**config.mk**
```make
export PLATFORM = sky130hd
export DESIGN_NAME = rx_perf_monitor_flat
export DESIGN_NICKNAME = d
export VERILOG_FILES = /design/src/rtl/rx_perf_monitor_if.sv /design/src/rtl/rx_perf_monitor.sv /design/src/flat_wrapper.sv
export SDC_FILE = /design/constraint.sdc
export NUM_CORES = 2
export LEC_CHECK = 0
export ABC_AREA = 1
export CORE_MARGIN = 2
export CORE_UTILIZATION = 29
export DETAILED_ROUTE_END_ITERATION = 10
export GPL_ROUTABILITY_DRIVEN = 0
export GPL_TIMING_DRIVEN = 0
export REMOVE_ABC_BUFFERS = 1
export SETUP_SLACK_MARGIN = 0.05
export SLEW_MARGIN = 20
export SYNTH_ARGS = -nofsm -noshare
export SYNTH_HDL_FRONTEND = slang
export SYNTH_SLANG_ARGS = --single-unit
```
**constraint.sdc**
```tcl
create_clock -name sys_clk -period 11.5 [get_ports sys_clk]
set_input_delay 2.3 -clock sys_clk [delete_from_list [all_inputs] [get_ports sys_clk]]
set_output_delay 2.3 -clock sys_clk [all_outputs]
set_load 0.1 [all_outputs]
```
**src/rtl/rx_perf_monitor_if.sv**
```systemverilog
// Symbol-rate inputs and registered measurement results of one rx_perf_monitor rail.
// The master side feeds samples and cycle pulses; the slave side is the monitor itself.
interface rx_perf_monitor_if #(
    parameter int LFSR_LEN = 8
);
    logic                        sam_clk_en;
    logic                        sym_clk_en;
    logic                        cycle_periodic;
    logic                        cycle_periodic_behind;
    logic signed [17:0]          rx_channel_sync;
    logic        [1:0]           rx_data;
    logic signed [17:0]          ref_level;
    logic signed [17:0]          avg_power;
    logic signed [17:0]          acc_sq_err_dec;
    logic signed [35+LFSR_LEN:0] acc_sq_err_full;
    logic signed [17:0]          acc_dc_err;

    modport master (
        output sam_clk_en, sym_clk_en, cycle_periodic, cycle_periodic_behind, rx_channel_sync,
        input  rx_data, ref_level, avg_power, acc_sq_err_dec, acc_sq_err_full, acc_dc_err
    );

    modport slave (
        input  sam_clk_en, sym_clk_en, cycle_periodic, cycle_periodic_behind, rx_channel_sync,
        output rx_data, ref_level, avg_power, acc_sq_err_dec, acc_sq_err_full, acc_dc_err
    );
endinterface

```
**src/rtl/rx_perf_monitor.sv**
```systemverilog
// 4-ASK slicer plus per-LFSR-cycle power, MSE and DC-error measurement for one rail.
// Define RX_PERF_DC_EN to build the DC-error accumulator; otherwise acc_dc_err is tied to 0.
module rx_perf_monitor #(
    parameter int LFSR_LEN = 8
) (
    input  logic             sys_clk,
    input  logic             reset,
    rx_perf_monitor_if.slave bus
);
    localparam int ACC_W = 18 + LFSR_LEN;
    localparam int SQ_W  = 36 + LFSR_LEN;

    logic signed [17:0]      w_x;
    logic signed [17:0]      w_absX;
    logic signed [17:0]      w_err;
    logic signed [18:0]      w_x19;
    logic signed [18:0]      w_ref19;
    logic signed [18:0]      w_half;
    logic signed [18:0]      w_three;
    logic signed [18:0]      w_level;
    logic signed [19:0]      w_err20;
    logic signed [35:0]      w_sqX;
    logic signed [35:0]      w_sqErr;
    logic        [1:0]       w_slice;
    logic                    w_unusedSamClkEn;

    logic signed [17:0]      r_s;
    logic        [1:0]       r_rxData;
    logic signed [17:0]      r_refLevel;
    logic signed [17:0]      r_avgPower;
    logic signed [17:0]      r_sqErrDec;
    logic signed [ACC_W-1:0] r_absAcc;
    logic signed [SQ_W-1:0]  r_pwrAcc;
    logic signed [SQ_W-1:0]  r_sqAcc;
    logic signed [SQ_W-1:0]  r_sqErrFull;

    assign w_unusedSamClkEn = bus.sam_clk_en;
    assign w_x     = bus.rx_channel_sync;
    assign w_x19   = 19'(w_x);
    assign w_ref19 = 19'(r_refLevel);
    assign w_half  = w_ref19 >>> 1;
    assign w_three = w_ref19 + w_half;
    assign w_absX  = (w_x == 18'sh20000) ? 18'sh1FFFF : (w_x[17] ? -w_x : w_x);
    assign w_sqX   = 36'(w_x) * 36'(w_x);

    // The mean |x| doubles as the decision threshold between inner and outer levels.
    always_comb begin
        w_slice = 2'b00;
        if (w_x19 >= w_ref19)
            w_slice = 2'b10;
        else if (!w_x[17])
            w_slice = 2'b11;
        else if (w_x19 > -w_ref19)
            w_slice = 2'b01;
        else
            w_slice = 2'b00;
    end

    always_comb begin
        w_level = -w_three;
        case (r_rxData)
            2'b11:   w_level = w_half;
            2'b01:   w_level = -w_half;
            2'b10:   w_level = w_three;
            default: w_level = -w_three;
        endcase
    end

    // Error saturates symmetrically so that e*e always stays below 2^34.
    assign w_err20 = 20'(r_s) - 20'(w_level);
    always_comb begin
        w_err = w_err20[17:0];
        if (w_err20 > 20'sd131071)
            w_err = 18'sd131071;
        else if (w_err20 < -20'sd131071)
            w_err = -18'sd131071;
    end
    assign w_sqErr = 36'(w_err) * 36'(w_err);

    always_ff @(posedge sys_clk) begin
        if (reset) begin
            r_s         <= '0;
            r_rxData    <= '0;
            r_refLevel  <= '0;
            r_avgPower  <= '0;
            r_sqErrDec  <= '0;
            r_sqErrFull <= '0;
            r_absAcc    <= '0;
            r_pwrAcc    <= '0;
            r_sqAcc     <= '0;
        end else if (bus.sym_clk_en) begin
            r_s      <= w_x;
            r_rxData <= w_slice;
            if (bus.cycle_periodic) begin
                r_refLevel <= 18'(r_absAcc >>> LFSR_LEN);
                r_avgPower <= 18'(r_pwrAcc >>> (LFSR_LEN + 17));
                r_absAcc   <= ACC_W'(w_absX);
                r_pwrAcc   <= SQ_W'(w_sqX);
            end else begin
                r_absAcc   <= r_absAcc + ACC_W'(w_absX);
                r_pwrAcc   <= r_pwrAcc + SQ_W'(w_sqX);
            end
            // Error path runs one symbol behind, so it dumps on the delayed pulse.
            if (bus.cycle_periodic_behind) begin
                r_sqErrFull <= r_sqAcc;
                r_sqErrDec  <= r_sqAcc[LFSR_LEN+34:LFSR_LEN+17];
                r_sqAcc     <= SQ_W'(w_sqErr);
            end else begin
                r_sqAcc     <= r_sqAcc + SQ_W'(w_sqErr);
            end
        end
    end

`ifdef RX_PERF_DC_EN
    logic signed [ACC_W-1:0] r_dcAcc;
    logic signed [17:0]      r_dcErr;

    always_ff @(posedge sys_clk) begin
        if (reset) begin
            r_dcAcc <= '0;
            r_dcErr <= '0;
        end else if (bus.sym_clk_en) begin
            if (bus.cycle_periodic_behind) begin
                r_dcErr <= 18'(r_dcAcc >>> LFSR_LEN);
                r_dcAcc <= ACC_W'(w_err);
            end else begin
                r_dcAcc <= r_dcAcc + ACC_W'(w_err);
            end
        end
    end

    assign bus.acc_dc_err = r_dcErr;
`else
    assign bus.acc_dc_err = '0;
`endif

    assign bus.rx_data         = r_rxData;
    assign bus.ref_level       = r_refLevel;
    assign bus.avg_power       = r_avgPower;
    assign bus.acc_sq_err_dec  = r_sqErrDec;
    assign bus.acc_sq_err_full = r_sqErrFull;
endmodule

```
**src/flat_wrapper.sv**
```systemverilog
// flat-port wrapper written by rule: the top's interface ports become plain ports
module rx_perf_monitor_flat 
#(
    parameter int LFSR_LEN = 8
)
  (sys_clk, reset, bus_sam_clk_en, bus_sym_clk_en, bus_cycle_periodic, bus_cycle_periodic_behind, bus_rx_channel_sync, bus_rx_data, bus_ref_level, bus_avg_power, bus_acc_sq_err_dec, bus_acc_sq_err_full, bus_acc_dc_err);
  rx_perf_monitor_if #(.LFSR_LEN(LFSR_LEN)) bus_i ();
  input  logic sys_clk;
  input  logic reset;
  input wire logic [$bits(bus_i.sam_clk_en)-1:0] bus_sam_clk_en;
  input wire logic [$bits(bus_i.sym_clk_en)-1:0] bus_sym_clk_en;
  input wire logic [$bits(bus_i.cycle_periodic)-1:0] bus_cycle_periodic;
  input wire logic [$bits(bus_i.cycle_periodic_behind)-1:0] bus_cycle_periodic_behind;
  input wire logic [$bits(bus_i.rx_channel_sync)-1:0] bus_rx_channel_sync;
  output wire logic [$bits(bus_i.rx_data)-1:0] bus_rx_data;
  output wire logic [$bits(bus_i.ref_level)-1:0] bus_ref_level;
  output wire logic [$bits(bus_i.avg_power)-1:0] bus_avg_power;
  output wire logic [$bits(bus_i.acc_sq_err_dec)-1:0] bus_acc_sq_err_dec;
  output wire logic [$bits(bus_i.acc_sq_err_full)-1:0] bus_acc_sq_err_full;
  output wire logic [$bits(bus_i.acc_dc_err)-1:0] bus_acc_dc_err;
  assign bus_i.sam_clk_en = bus_sam_clk_en;
  assign bus_i.sym_clk_en = bus_sym_clk_en;
  assign bus_i.cycle_periodic = bus_cycle_periodic;
  assign bus_i.cycle_periodic_behind = bus_cycle_periodic_behind;
  assign bus_i.rx_channel_sync = bus_rx_channel_sync;
  assign bus_rx_data = bus_i.rx_data;
  assign bus_ref_level = bus_i.ref_level;
  assign bus_avg_power = bus_i.avg_power;
  assign bus_acc_sq_err_dec = bus_i.acc_sq_err_dec;
  assign bus_acc_sq_err_full = bus_i.acc_sq_err_full;
  assign bus_acc_dc_err = bus_i.acc_dc_err;
  rx_perf_monitor #(.LFSR_LEN(LFSR_LEN)) u_core (.sys_clk(sys_clk), .reset(reset), .bus(bus_i));
endmodule
```
======== Word-level counts from Yosys, hierarchy flattened ========
Cells that the tools add are included.
word-level totals
  word-level logic and storage cells ...... 41
  bits in registers ....................... 232
  bits of input ports ..................... 24
  output and inout port bits .............. 118
operators by class
  reductions and logical operators ........ 2
  $add $sub $neg .......................... 9
  muxes and demuxes ....................... 11
  equality and inequality tests ........... 4
  multipliers ............................. 2
  order comparisons ....................... 4
operators with widths
  operator              number
  $add 44x36->44        2
  $mux 44               2
  $mul 18x18->36        2
  $mux 18               4
  $pmux 19 s3           1
  $add 26x18->26        1
  $mux 26               1
  $gt 20x18->1 const B  1
  $lt 20x18->1 const B  1
  $sub 18x19->20        1
  $add 18x17->19        1
  $gt 18x19->1          1
  $neg 17->19           1
  $neg 18->19           1
  $neg 19->19           1
  $eq 18x18->1 const B  1
  $ge 18x18->1          1
  $neg 18->18           1
  $eq 2x2->1 const B    2
  $mux 2                2
  $reduce_and 2->1      2
  $eq 2x1->1 const B    1
  $mux 1                1

======== Longest topological paths before layout ========
  depth in word-level cells ............... 10
  gate-level depth with buffers ........... 77
  depth with buffers taken out ............ 76

======== Worst setup path before layout ========
No wires, ideal clock.
  path kind ............................... reg2reg
  start ................................... register u_core.r_refLevel[1] (netlist: u_core.bus.ref_level[1])
  end ..................................... register u_core.r_sqAcc[43]
  arrival ................................. 12.006 ns
  buffers on the path ..................... 1
  period minus slack after synthesis ...... 12.116 ns
  setup time .............................. 0.109 ns
  stages on the path, launching flop included .. 64
  required time ........................... 11.391 ns
  slack ................................... -0.616 ns
  cell sequence ........................... dfxtp_1 inv_1 fa_1 nand3b_1 nand2_1 nand2_1 nand2_1 nand2_1 nand2_1 xor2_1 nand2_1 nor3_1 nand4_1 or2_2 nand3_1 nand2_1 ha_1 nand2_1 (+28 left out) or2_2 nand2_1 a21oi_1 xor2_1 ha_1 nand2_1 nor2_1 inv_1 nor4_1 nand3_1 nand3_1 nand2_1 nand3_1 nor2_1 nor2_1 nand2_1 nand2_1 inv_1
between the ends
  word-level cells in the longest chain between the ends .. 10
  elaborated cells on any way between the ends .. 12
  classes of those cells .................. 5 x add/sub; 1 x mul; 2 x order compare; 4 x mux
ends and longest elaborated chain
  element                   line                    source
  start: declaration        rx_perf_monitor.sv:29   logic signed [17:0] r_refLevel;
  start signal: assignment  rx_perf_monitor.sv:95   r_refLevel <= 18'(r_absAcc >>> LFSR_LEN);
  $add 18x17->19            rx_perf_monitor.sv:42   assign w_three = w_ref19 + w_half;
  $neg 19->19               --
  $pmux 19 s3 (*)           rx_perf_monitor.sv:61   case (r_rxData)
  $sub 18x19->20 (*)        rx_perf_monitor.sv:70   assign w_err20 = 20'(r_s) - 20'(w_level);
  $lt 20x18->1              rx_perf_monitor.sv:75   else if (w_err20 < -20'sd131071)
  $mux 18                   rx_perf_monitor.sv:75
  $mux 18 (*)               rx_perf_monitor.sv:73   if (w_err20 > 20'sd131071)
  $mul 18x18->36 (*)        rx_perf_monitor.sv:78   assign w_sqErr = 36'(w_err) * 36'(w_err);
  $add 44x36->44            rx_perf_monitor.sv:109  r_sqAcc <= r_sqAcc + SQ_W'(w_sqErr);
  $mux 44 (*)               rx_perf_monitor.sv:104  if (bus.cycle_periodic_behind) begin
  end signal: assignment    rx_perf_monitor.sv:107  r_sqAcc <= SQ_W'(w_sqErr);
  end signal: assignment    rx_perf_monitor.sv:109
  end: declaration          rx_perf_monitor.sv:34   logic signed [SQ_W-1:0] r_sqAcc;
Mark *: on every way between the ends. The rest lies on a longest branch, timed or not.
A chain may end at the register's enable or synchronous reset.

======== Worst setup path after layout ========
Same ends and word-level chain as after synthesis.

==> run_results.csv <==
group,metric,value,unit
synth,ys_types,62,
floorplanning,initial_core_util,29.2,%
critical_path,cpPeakStageDelay,0.59,ns
critical_path,start_kind,"register",
critical_path,rr_worst_depth,66,
timing,slew_violations,0,
layout,synthToLayoutAreaGrowth,22.8,%
synth,syn_area_per_cell,7.24,um^2
timing,hold_ws,0.483,ns
synth,synth_mux_area_share,0,%
floorplanning,die_x,386,um
outcome,failed_checks,"negative setup slack",
grt,grt_pass1_wl,212000,um
critical_path,cp_data_required_time,11.96,ns
timing,finalCritPeriodShare,102,%
worst_hold_path,whs_path_depth,2,
cts,numCtsBuffers,27,
grt,antenna_found_initial,0,
flow_run,maxCapViolCount,0,
drt,num_vias,39600,
layout,diodes,0,
worst_hold_path,worstHoldPathType,"reg -> reg",
critical_path,r2r-start,"u_core.bus.ref_level[1]$_SDFFE_PP0P_",
layout,layout.nets,7147,
synth,synthSimpleGateAreaFrac,19.8,%
synth,synth_top_flop_cell,"dfxtp_1",
critical_path,reg2reg_slack,-0.21,ns
placement,dpl.hpwl,102000,um
floorplanning,num_io_pins,142,
timing,worst_pin_slew,1.18,ns
drt,routed_wirelength,134000,um
critical_path,r2r_end,"u_core.r_sqAcc[43]$_SDFFE_PP0P_",
grt,grt_max_degree,101,
synth,synth-edff-count,0,
cts,root_buffer,"clkbuf_16",
critical_path,cp.arrival,12.17,ns
timing,tns,-1.15,ns
drt,drtIter0Drc,2568,
cts,clkSinkCount,213,
placement,portBuffers,122,
floorplanning,die_y,386,um
timing,hold_violations,0,
floorplanning,core_area,145000,um^2
synth,seq_area_frac_synth,10.1,%
synth,synth_top_family_by_area,"adder cells",
critical_path,critPathMaxFanout,10,
worst_hold_path,hold_end,"u_core.bus.avg_power[12]$_SDFFE_PP0P_",
grt,grt_pass1_vias,40300,
synth,synthCells,5859,
drt,wl_per_cell,16.7,um
timing,setup_viol,13,
cts,ctsHoldBuffers,0,
timing,setup_slack,-0.206,ns
drt,dr.pass1.iters,8,
floorplanning,die_area,149000,um^2
cts,htree_levels,1,
synth,synth_xor_area_share,3.48,%
critical_path,critPathKind,"reg -> reg",
timing,fin_crit,11.71,ns
grt,grt_overflow_total,0,
layout,fin_util,35.8,%
cts,worstSkewPairLatency,0.59,ns
timing,timing.slew.headroom,21.3,%
drt,post-route-drc-count,0,
worst_hold_path,worstHoldStart,"u_core.bus.avg_power[12]$_SDFFE_PP0P_",
synth,yosys.area_share.adder,40.3,%
grt,gr-usage-all-layers,17.5,%
synth,syn-cell-area,42400,um^2
cts,clk_path_buf_depth,3,
synth,yosys_warnings,0,
cts,clk_pin_slew,0.06,ns
outcome,status,"complete, but fails checks",
cts,tritoncts,"yes",
critical_path,cp_slowest_cell,"fa_1",
timing,finClkSkew,0.0277,ns
timing,rsz0062_at_grt,"true",
synth,ys_ff_latch,213,
layout,layout-drive-gt1-share,15.6,%
synth,async_reset_ff_share,0,%
drt,ant_nets,0,
drt,viasPerCell,4.92,
timing,max_freq,85.4,MHz
synth,synth_compound_area_share,12.6,%
floorplanning,rows,140,
critical_path,end_kind,"register",
-- worst max-delay path, delay by kind of cell (launching register included) --
| family | cells | cell delay, ns |
|---|---|---|
| buffers and inverters | 16 | 1.53 |
| flip-flops | 1 | 0.39 |
| XOR/XNOR | 2 | 0.35 |
| adder cells (fa/ha/maj) | 10 | 4.55 |
| AND/OR/NAND/NOR | 33 | 3.82 |
| AO/OA/AOI/OAI | 5 | 0.89 |
-- worst max path at each step --
stage	from	endpoint	slack, ns	depth (start not counted)
2_1_floorplan	u_core.bus.ref_level[1]$_SDFFE_PP0P_	u_core.r_sqAcc[43]$_SDFFE_PP0P_	-0.82	60
3_3_place_gp	u_core.bus.ref_level[0]$_SDFFE_PP0P_	u_core.r_sqAcc[38]$_SDFFE_PP0P_	-3.26	54
3_5_place_dp	u_core.bus.ref_level[0]$_SDFFE_PP0P_	u_core.r_sqAcc[43]$_SDFFE_PP0P_	-2.61	61
4_1_cts	u_core.bus.ref_level[1]$_SDFFE_PP0P_	u_core.r_sqAcc[37]$_SDFFE_PP0P_	0.03	66
5_1_grt	u_core.bus.ref_level[1]$_SDFFE_PP0P_	u_core.r_sqAcc[43]$_SDFFE_PP0P_	-0.67	63
6_report	u_core.bus.ref_level[1]$_SDFFE_PP0P_	u_core.r_sqAcc[43]$_SDFFE_PP0P_	-0.21	66
-- metrics by stage --
| stage | worst slack (ns) | cell area [um^2] | cells |
|---|---|---|---|
| floorplan | -0.823 | 41600 | 5701 |
| global placement | -3.26 | 45200 | 7740 |
| detailed placement | -2.61 | 45400 | 7749 |
| CTS | 0.0292 | 48600 | 7900 |
| global route | -0.665 | 52100 | 8046 |
| finish | -0.206 | 52100 | 8046 |
-- cells in the mapped netlist (4+ instances only) --
cell | n | area share [%]
a211oi_1 | 7 | 0.12
a21boi_0 | 12 | 0.21
a21o_1 | 35 | 0.62
a21oi_1 | 379 | 4.5
a221oi_1 | 4 | 0.083
a31o_2 | 5 | 0.10
a31oi_1 | 63 | 0.93
and2_1 | 5 | 0.074
and3_1 | 4 | 0.059
buf_1 | 19 | 0.17
buf_2 | 12 | 0.14
buf_4 | 38 | 0.67
buf_6 | 4 | 0.11
clkbuf_1 | 102 | 0.90
dfxtp_1 | 213 | 10
fa_1 | 593 | 28
ha_1 | 418 | 12
inv_1 | 1306 | 12
inv_2 | 12 | 0.11
nand2_1 | 1119 | 9.9
nand2_2 | 6 | 0.089
nand2_4 | 6 | 0.16
nand3_1 | 207 | 2.4
nand3b_1 | 11 | 0.19
nand4_1 | 55 | 0.81
nor2_1 | 496 | 4.4
nor3_1 | 48 | 0.57
nor3_2 | 5 | 0.12
nor4_1 | 23 | 0.34
o211ai_1 | 22 | 0.39
o21a_1 | 11 | 0.19
o21ai_0 | 338 | 4.0
o21ai_2 | 4 | 0.083
o21bai_1 | 33 | 0.58
o221ai_1 | 18 | 0.37
o31ai_1 | 4 | 0.071
or2_2 | 21 | 0.31
xnor2_1 | 52 | 1.1
xor2_1 | 114 | 2.4
-- sequential cells by signal (all words and copies together) (netlist names) --
register	cells
u_core.bus.rx_data	2
u_core.bus.ref_level	18
u_core.bus.acc_sq_err_full	44
u_core.r_s	18
u_core.bus.avg_power	18
u_core.r_pwrAcc	43
u_core.r_sqAcc	44
u_core.r_absAcc	26
-- layout by cell type (no fill, tap or decap), types with 17 or more instances in the layout --
master           netlist  final
xnor2_1               52     41
buf_12                 0     25
o211ai_1              22     22
ha_4                   0     64
nand2_2                6     85
buf_6                  4     20
nand2_8                1     19
nand3_2                3     29
nand4_1               55     55
nand2_1             1119    998
nand2_4                6     32
a21oi_1              379    321
dfxtp_1              213    200
buf_2                 12     18
nor3_1                48     38
o21ai_1                1     21
nor2_1               496    419
nand3_1              207    178
nor2_4                 2     41
buf_4                 38    206
a21oi_4                1     20
fa_1                 593    577
clkbuf_16              0     28
a21oi_2                0     39
nor2_2                 3     42
inv_1               1306   1237
ha_1                 418    341
a21o_1                35     35
a31oi_1               63     56
or2_2                 21     17
o21ai_2                4     25
xor2_1               114     99
o21bai_1              33     26
o21ai_0              338    292
inv_2                 12     52
conb_1                 1     18
clkdlybuf4s50_1        0    100
-- cells by family (layout without fill, tap and decap cells) --
logic type      count (synthesis)  after routing
simple gates                 2018           2022
buf+inv                      1494           1743
fa+ha+maj                    1011           1011
compound gates                955            955
flops                         213            213
xor+xnor                      167            167
other cells                     1             18
-- layout make-up --
type                            instances  area [um^2]
Sequential cell                       213         4300
Fill cell                           14900        93300
Tap cell                             1917         2400
Clock buffer                           38          767
Multi-Input combinational cell       4173        35900
Inverter                             1319         5090
Timing Repair Buffer                  378         3580
Clock inverter                          8         76.3
-- layer usage --
layer | up-vias | part of all wire [%] | global-route usage [%]
met5 | - | 0 | 0
li1 | 18800 | - | -
met2 | 1230 | 48 | 29.7
met3 | 301 | 6.1 | 2.09
met1 | 19300 | 42 | 22.9
met4 | 0 | 3.8 | 5.69
-- what timing repair did --
item | 4_1_cts | 5_1_grt
endpoints found under the hold margin | 0 | 0
resized for setup | 313 | 546
setup endpoints to repair | 35 | 33
pin swaps | 83 | 210
buffers inserted | 103 | 143
cloned | 2 | 3
Power is left out: the tool's default activity adds up to more than one toggle a clock period on the data nets, which glitch-free logic cannot reach.
